### config.mk
export PLATFORM = sky130hd
export DESIGN_NAME = aes_dec_round_ctrl
export DESIGN_NICKNAME = d
export VERILOG_FILES = /design/src/rtl/aes_pkg.sv /design/src/rtl/aes_dec_round_ctrl.sv
export SDC_FILE = /design/constraint.sdc
export NUM_CORES = 1
export LEC_CHECK = 0
export ABC_AREA = 1
export ABC_CLOCK_PERIOD_IN_PS = 1250
export CAP_MARGIN = 20
export CORE_MARGIN = 2
export CORE_UTILIZATION = 40
export DETAILED_ROUTE_END_ITERATION = 8
export PLACE_DENSITY = 0.64
export RECOVER_POWER = 25
export SLEW_MARGIN = 40
export SYNTH_ARGS = -nofsm -noshare
export SYNTH_HDL_FRONTEND = slang
export SYNTH_SLANG_ARGS = --single-unit
### constraint.sdc
create_clock -name clk -period 1.25 [get_ports clk]
set_clock_uncertainty 0.2 [all_clocks]
set_input_delay 0.3125 -clock clk [delete_from_list [all_inputs] [get_ports clk]]
set_output_delay 0.3125 -clock clk [all_outputs]
set_load 0.05 [all_outputs]
### src/rtl/aes_pkg.sv
// Shared definitions for the AES decryption round controller: FSM states,
// round count and round-key index width.
package aes_pkg;

  localparam int AES_NR    = 10;
  localparam int KEY_IDX_W = 4;

  localparam logic [KEY_IDX_W-1:0] KEY_LAST  = KEY_IDX_W'(AES_NR);
  localparam logic [KEY_IDX_W-1:0] CNT_START = KEY_IDX_W'(AES_NR - 1);

  typedef enum logic [2:0] {
    S_IDLE  = 3'd0,
    S_INIT  = 3'd1,
    S_ROUND = 3'd2,
    S_FINAL = 3'd3,
    S_DONE  = 3'd4
  } state_t;

endpackage

### src/rtl/aes_dec_round_ctrl.sv
// AES-128 decryption round sequencer: INIT, nine ROUNDs, FINAL, DONE; Moore outputs
// registered from next state. Optional abort input when AES_DEC_CTRL_ABORT_EN is defined.
module aes_dec_round_ctrl
  import aes_pkg::*;
(
  input  logic                 clk,
  input  logic                 rst,
  input  logic                 in_valid,
  output logic                 in_ready,
  output logic                 out_valid,
  input  logic                 out_ready,
`ifdef AES_DEC_CTRL_ABORT_EN
  input  logic                 abort,
`endif
  output logic                 load_sel,
  output logic                 state_we,
  output logic [KEY_IDX_W-1:0] key_addr,
  output logic                 mix_col_en,
  output logic                 busy
);

  state_t               state, state_nxt;
  logic [KEY_IDX_W-1:0] cnt, cnt_nxt;

  always_comb begin
    state_nxt = state;
    cnt_nxt   = '0;
    case (state)
      S_IDLE: begin
        if (in_valid) begin
          state_nxt = S_INIT;
          cnt_nxt   = CNT_START;
        end
      end
      S_INIT: begin
        state_nxt = S_ROUND;
        cnt_nxt   = cnt;
      end
      S_ROUND: begin
        // Last inverse round uses key 1; the counter never drops below 1 here.
        if (cnt <= KEY_IDX_W'(1)) begin
          state_nxt = S_FINAL;
        end else begin
          cnt_nxt = cnt - KEY_IDX_W'(1);
        end
      end
      S_FINAL: state_nxt = S_DONE;
      S_DONE: begin
        if (out_ready) state_nxt = S_IDLE;
      end
      default: state_nxt = S_IDLE;
    endcase
`ifdef AES_DEC_CTRL_ABORT_EN
    if (abort && state != S_IDLE) begin
      state_nxt = S_IDLE;
      cnt_nxt   = '0;
    end
`endif
  end

  // Outputs are decoded from the next state so they line up with the state register.
  always_ff @(posedge clk) begin
    if (rst) begin
      state      <= S_IDLE;
      cnt        <= '0;
      in_ready   <= 1'b1;
      out_valid  <= 1'b0;
      busy       <= 1'b0;
      state_we   <= 1'b0;
      load_sel   <= 1'b0;
      mix_col_en <= 1'b0;
      key_addr   <= '0;
    end else begin
      state      <= state_nxt;
      cnt        <= cnt_nxt;
      in_ready   <= (state_nxt == S_IDLE);
      out_valid  <= (state_nxt == S_DONE);
      busy       <= (state_nxt != S_IDLE);
      state_we   <= (state_nxt == S_INIT) || (state_nxt == S_ROUND) || (state_nxt == S_FINAL);
      load_sel   <= (state_nxt == S_INIT);
      mix_col_en <= (state_nxt == S_ROUND);
      case (state_nxt)
        S_INIT:  key_addr <= KEY_LAST;
        S_ROUND: key_addr <= cnt_nxt;
        default: key_addr <= '0;
      endcase
    end
  end

endmodule

**Word level (Yosys, flattened, before mapping)**

Index checks and enable logic that the tools add are counted.

- Reduce and logical (&&, ||, !) cells: 5
- Magnitude comparators: 1
- Eq/ne operators: 8
- $add $sub $neg: 1
- Multiplexer cells: 8

Operators with widths:

| operator | number |
|---|---|
| 3-bit one-hot mux with 5 select lines | 1 |
| 3-bit by 2-bit equality test with 1-bit output, second input constant | 4 |
| 4-bit one-hot mux with 3 select lines | 1 |
| 3-bit 2-to-1 mux | 3 |
| 4-bit 2-to-1 mux | 2 |
| 4-bit one-hot mux with 2 select lines | 1 |
| 3-bit by 1-bit equality test with 1-bit output, second input constant | 2 |
| 3-bit equality test, second input constant | 2 |
| 3-bit zero test | 2 |
| 4-bit by 1-bit less-or-equal comparator with 1-bit output, second input constant | 1 |
| 4-bit by 1-bit subtractor with 4-bit output, second input constant | 1 |
| 3-bit nonzero test | 1 |
| 1-bit logical OR | 2 |

- Input bits: 4
- Register bits: 17
- Logic and storage cells: 32
- Output and inout port bits: 10

**Depth between registers and ports, before layout**

- Depth in word-level cells: 6
- Mapped depth: 9
- Mapped depth without buffers: 9

**Worst setup path after synthesis**

OpenSTA, ideal clock, no wires.

- Kind: register to register
- Start point: register cnt[0]
- End point: register cnt[3]
- Setup slack: -0.090 ns
- Clock period less this slack: 1.340 ns
- Cell stages (with the launch flop): 8
- Arrival: 1.069 ns
- Library setup time: 0.071 ns
- Path buffers: 0
- Required time: 0.979 ns
- Cell sequence: dfxtp_1 inv_1 ha_1 nor2_1 nor2_1 nor2_1 nand2_1 a21oi_1

- Longest elaborated chain between the ends: 3
- Elaborated cells between the ends (all ways): 4
- Those cells by class: 1 x add/sub; 1 x order compare; 2 x mux

RTL lines:

| item | line | RTL |
|---|---|---|
| from (decl) | aes_dec_round_ctrl.sv:23 | `logic [KEY_IDX_W-1:0] cnt, cnt_nxt;` |
| from (signal assigned) | aes_dec_round_ctrl.sv:75 | `cnt <= cnt_nxt;` |
| 4-bit by 1-bit subtractor with 4-bit output / 4-bit by 1-bit less-or-equal comparator with 1-bit output (equally long branches) | aes_dec_round_ctrl.sv:44, aes_dec_round_ctrl.sv:41 |  |
| 4-bit 2-to-1 mux * | aes_dec_round_ctrl.sv:41 | `if (cnt <= KEY_IDX_W'(1)) begin` |
| 4-bit one-hot mux with 3 select lines * | aes_dec_round_ctrl.sv:28 | `case (state)` |

Mark *: on every way between the ends. The rest lies on a longest branch, timed or not.
A chain may end at the register's enable or synchronous reset.

**Worst setup path in the final report**

- Start point: register cnt[0]
- End point: register key_addr[3]

- Longest elaborated chain between the ends: 5
- Elaborated cells between the ends (all ways): 9
- Those cells by class: 1 x add/sub; 1 x order compare; 2 x eq/ne; 5 x mux

RTL lines:

| item | line | RTL |
|---|---|---|
| 4-bit by 1-bit less-or-equal comparator with 1-bit output | aes_dec_round_ctrl.sv:41 |  |
| 3-bit 2-to-1 mux | aes_dec_round_ctrl.sv:41 |  |
| 3-bit one-hot mux with 5 select lines | aes_dec_round_ctrl.sv:28 |  |
| 3-bit by 2-bit equality test with 1-bit output / 3-bit by 1-bit equality test with 1-bit output (equally long branches) | aes_dec_round_ctrl.sv:82 | `case (state_nxt)` |
| 4-bit one-hot mux with 2 select lines * | aes_dec_round_ctrl.sv:82 |  |
| to (signal assigned) | aes_dec_round_ctrl.sv:84 | `S_ROUND: key_addr <= cnt_nxt;` |
| to (decl) | aes_dec_round_ctrl.sv:17 | `output logic [KEY_IDX_W-1:0] key_addr,` |

Marked as above.

==> results.md <==
Detailed routing:
- Detailed routing placed a total of 71 µm of wire on met3.
- Routed signal wires occupy layers up through met4.
- Wire segments on met2 add up to 816 µm in the final route.
- The count of nets left with antenna violations once routing finished came out at 0.
- The wire length the detailed router placed on met1 is approximately 690 µm.
- The iteration-0 DRC count of the detailed router is 15.
- The routed wire length is 1622 µm.
- Dividing the detail-routed wire length by the instance count gives about 12 µm.
- Dividing the detail-routed via count by the number of cells gives 4.750.
- The number of detailed-route iterations in the first pass is 4.
- For this run, design rule violations remaining after detail routing come to 0.
- The total number of vias is 627.

Worst setup path:
- The endpoint identified for the worst register-to-register timing path is key_addr[3].
- The number of cells on the worst reg-to-reg path is 7.
- The worst setup path is captured at a flop.
- Among the stages of the critical path, the cell type that occurs most often is nor2_4.
- The reg-to-reg setup timing slack is -80 ps.
- The largest delay contributor family on the critical path is flip-flops.
- Data arrives at the worst endpoint at 1370 ps.
- The worst register-to-register path begins at cnt[0].
- The critical path in this run is classified as flop to flop.
- The most critical setup path has its endpoint at key_addr[3].
- Walking the worst path, the cells encountered are inv_4 -> ha_4 -> nor2_4 -> nor2_4 -> nor2_4 -> nand2_2 -> a21oi_2.
- For the worst setup path, the data required time is 1280 ps.
- The startpoint class of the critical path is a flop.
- Along the worst path, the maximum fanout reaches 3.
- Among all stages on the critical path, the largest delay is contributed by dfxtp_4.
- Counting both buffers and inverters, the worst setup path holds a total of 1.
- Tracing the worst setup path back leads to its startpoint at cnt[0].
- For this run, the slowest stage of the critical path takes 400 ps.
- The critical path runs through a total of 7 cells.

Clocking:
- After clock tree synthesis, the clock-pin slew on the worst setup and hold paths is around 90 ps.
- The total number of clock tree sinks is 17.
- Counting along the longest clock path gives a buffer depth of 2.
- TritonCTS built the clock tree.
- The number of clock buffers inserted by TritonCTS is 3.
- The cell sitting at the root of the clock tree is a clkbuf_4.
- In this run the number of H-tree levels came out at 1.
- At the later pin of the worst-skew pair, clock insertion delay measures 290 ps.

Floorplan:
- The initial utilization of the core area, before any placement, comes to 41.42%.
- The I/O pin count is 14.
- The chip height is 45.59 µm.
- The placement row count is 15.
- The floorplan step set the die width to 45.59 µm.
- The region available for standard cell placement spans 1670 µm².
- The area of the die is 2078 µm².

Synth:
- The share of the yosys chip area belonging to registers is ~49%.
- dfxtp_1 takes more of the synthesized area than any other cell.
- The post-synthesis instance area is 691.9 µm².
- The flop and latch count out of synthesis is 17.
- Counting every net in the synthesized netlist gives 96.
- The average instance area after synthesis is 7.688 µm².
- The number of standard cells after synthesis is 90.
- After synthesis, the cell types taking the most area are dfxtp_1 (49%), inv_1 (10%), nand2_1 (9.8%), a21oi_1 (5.1%), nand3_1 (5.1%).
- Of the post-synthesis cell area, the dominant cell type holds 49.19%.
- In this run, distinct cell masters in the synthesized netlist total 16.
- For this run, the number of Yosys warnings is 0.

Run:
- Max-cap violations in this run came to 0.

Power and ir drop:
- In this run the static leakage power is 0.5401 nW.
- The net switching component of the power is 0.0005291 W.
- In this run the power density over the cells is 1246 nW/µm².
- Across the VDD grid, the largest voltage drop is 0.0007760 V.
- Registers are responsible for a little over two fifths of the overall power.
- The fraction of power spent switching nets is approximately a third.
- The logic gate share of total power is a little under two fifths.
- The clock share of power is 19.2%.
- The design internal power is 0.0009875 W.

STA:
- The hold violation count in the final report came to 0.
- The transition time of the tightest slew-check pin is 228.1 ps.
- The highest achievable clock rate is 749.2 MHz.
- The least setup slack across all paths after layout is -84.81 ps.
- The final period utilization is 106.8%.
- The post-layout minimum cycle time is ~1300 ps.
- The total count of max-transition violations in the final report was 0.
- The final number of setup-violating endpoints is 20.
- The normalized max-slew margin is 84.77%.
- Setup repair after global routing could not meet its margin everywhere.

Global route:
- The number of global-route vias before repair was just under 600.
- The number of antenna violations at the first check in global routing is 0.
- The largest net degree at the start of global routing is 10.
- The first global-routing pass estimated 2553 µm of wire.
- The total congestion overflow after global routing is 0.
- Global routing used 17.32% of the available tracks.

Hold path:
- The hold path startpoint is state[0].
- The path class of the tightest hold or removal check is flop to flop.

Layout:
- The signed area change from the synthesized netlist to the final layout is 75.95%.
- In the layout the commonest cells are inv_1 (17), dfxtp_2 (11), buf_12 (10).
- The fraction of layout cells with a size suffix above 1 is between 60% and 70%.
- The most common cell after layout, fill and taps aside is inv_1.
- The final core utilization is 72.88%.
- At the end of the flow, the number of nets in the layout was 122.
- Once layout is complete, the cells apart from fillers number 132.
- The finished cells cover approximately 1200 µm².
- The number of antenna diodes in the final layout is 0.

Place:
- The last weighted congestion value of the routability-driven placer is 0.8196.
- The count of input and output buffers is 13.
- The post-detailed-placement cell area is around 1000 µm².
- The cell count after placement is about 130.
- The final HPWL from detailed placement is 1065 µm.

Status:
- The checks that failed: setup timing.
- The flow ran to the end, but the final reports show violations.
[cells by family after synthesis]
family	after synthesis	synth area share (%)
and+or+nand+nor	38	25.14
adders and majority gates	2	3.616
DFF	17	49.19
AOI/OAI and AO/OA	10	8.861
xor gates and xnor gates	1	1.266
buffers and inverters	22	11.94
[power by group through the flow]
stage / combinational [W] / clock, W / sequential (W)
global placement: 0.000447 / 0 / 0.000648
CTS: 0.000501 / 0.000301 / 0.000648
detailed placement: 0.000455 / 0 / 0.000649
global route: 0.000609 / 0.000331 / 0.000656
floorplan: 0.000148 / 0 / 0.000740
finish: 0.000574 / 0.000291 / 0.000651
[synthesized netlist by cell type]
master    count
nor2_2        1
clkbuf_1      1
inv_1        19
ha_1          2
inv_2         2
nand4_1       1
nor2_1        7
a21oi_1       7
nand3_1       7
nand2_2       1
nand3_2       2
nand2_1      18
dfxtp_1      17
xor2_1        1
a21oi_2       3
and2_1        1
[stage by stage]
step / hold WS [ps] / setup TNS [ps] / total power, W / setup WS, ps
floorplan: 292.1 / 0 / 0.0008883 / 1.549
global route: 402.7 / -1726 / 0.001596 / -130.5
finish: 388.5 / -903.1 / 0.001517 / -84.81
detailed placement: 334.9 / -3072 / 0.001104 / -274.7
CTS: 346.9 / -980.6 / 0.001449 / -95.58
global placement: 333.0 / -2903 / 0.001095 / -276.0
[layer usage]
metal / global-route usage [%] / vias to the layer above
li1: - / 321
met1: 22.33 / 289
met2: 26.20 / 12
met3: 5.952 / 5
met4: 7.059 / 0
met5: 0 / -
[sequential cells by signal (all words and copies together), names as in the netlist]
name	count
cnt	4
in_ready	1
state	3
mix_col_en	1
busy	1
state_we	1
out_valid	1
load_sel	1
key_addr	4
[worst min-delay path: stages (launching register included)]
cell and delay, ps:
dfxtp_1 340, nand3_1 130, a21oi_1 80
[repair_timing]
action,4_1_cts,5_1_grt
endpoints found under the setup margin,21,22
setup buffers,1,2
pin swaps,11,8
hold buffers,0,0
gates resized for setup,23,26
[cell type report]
cell class | count | area (µm²)
Multi-Input combinational cell | 51 | 421.7
Sequential cell | 17 | 361.6
Tap cell | 17 | 21.27
Timing Repair Buffer | 22 | 305.3
Clock buffer | 4 | 26.28
Fill cell | 119 | 452.9
Inverter | 21 | 81.33
[worst min path at each step]
| stage | cells past startpoint | end |
|---|---|---|
| 2_1_floorplan | 3 | cnt[1] |
| 3_3_place_gp | 2 | key_addr[0] |
| 3_5_place_dp | 2 | key_addr[0] |
| 4_1_cts | 2 | cnt[2] |
| 5_1_grt | 2 | out_valid |
| 6_report | 2 | out_valid |
Note: power is estimated with default switching activity, not from simulation.
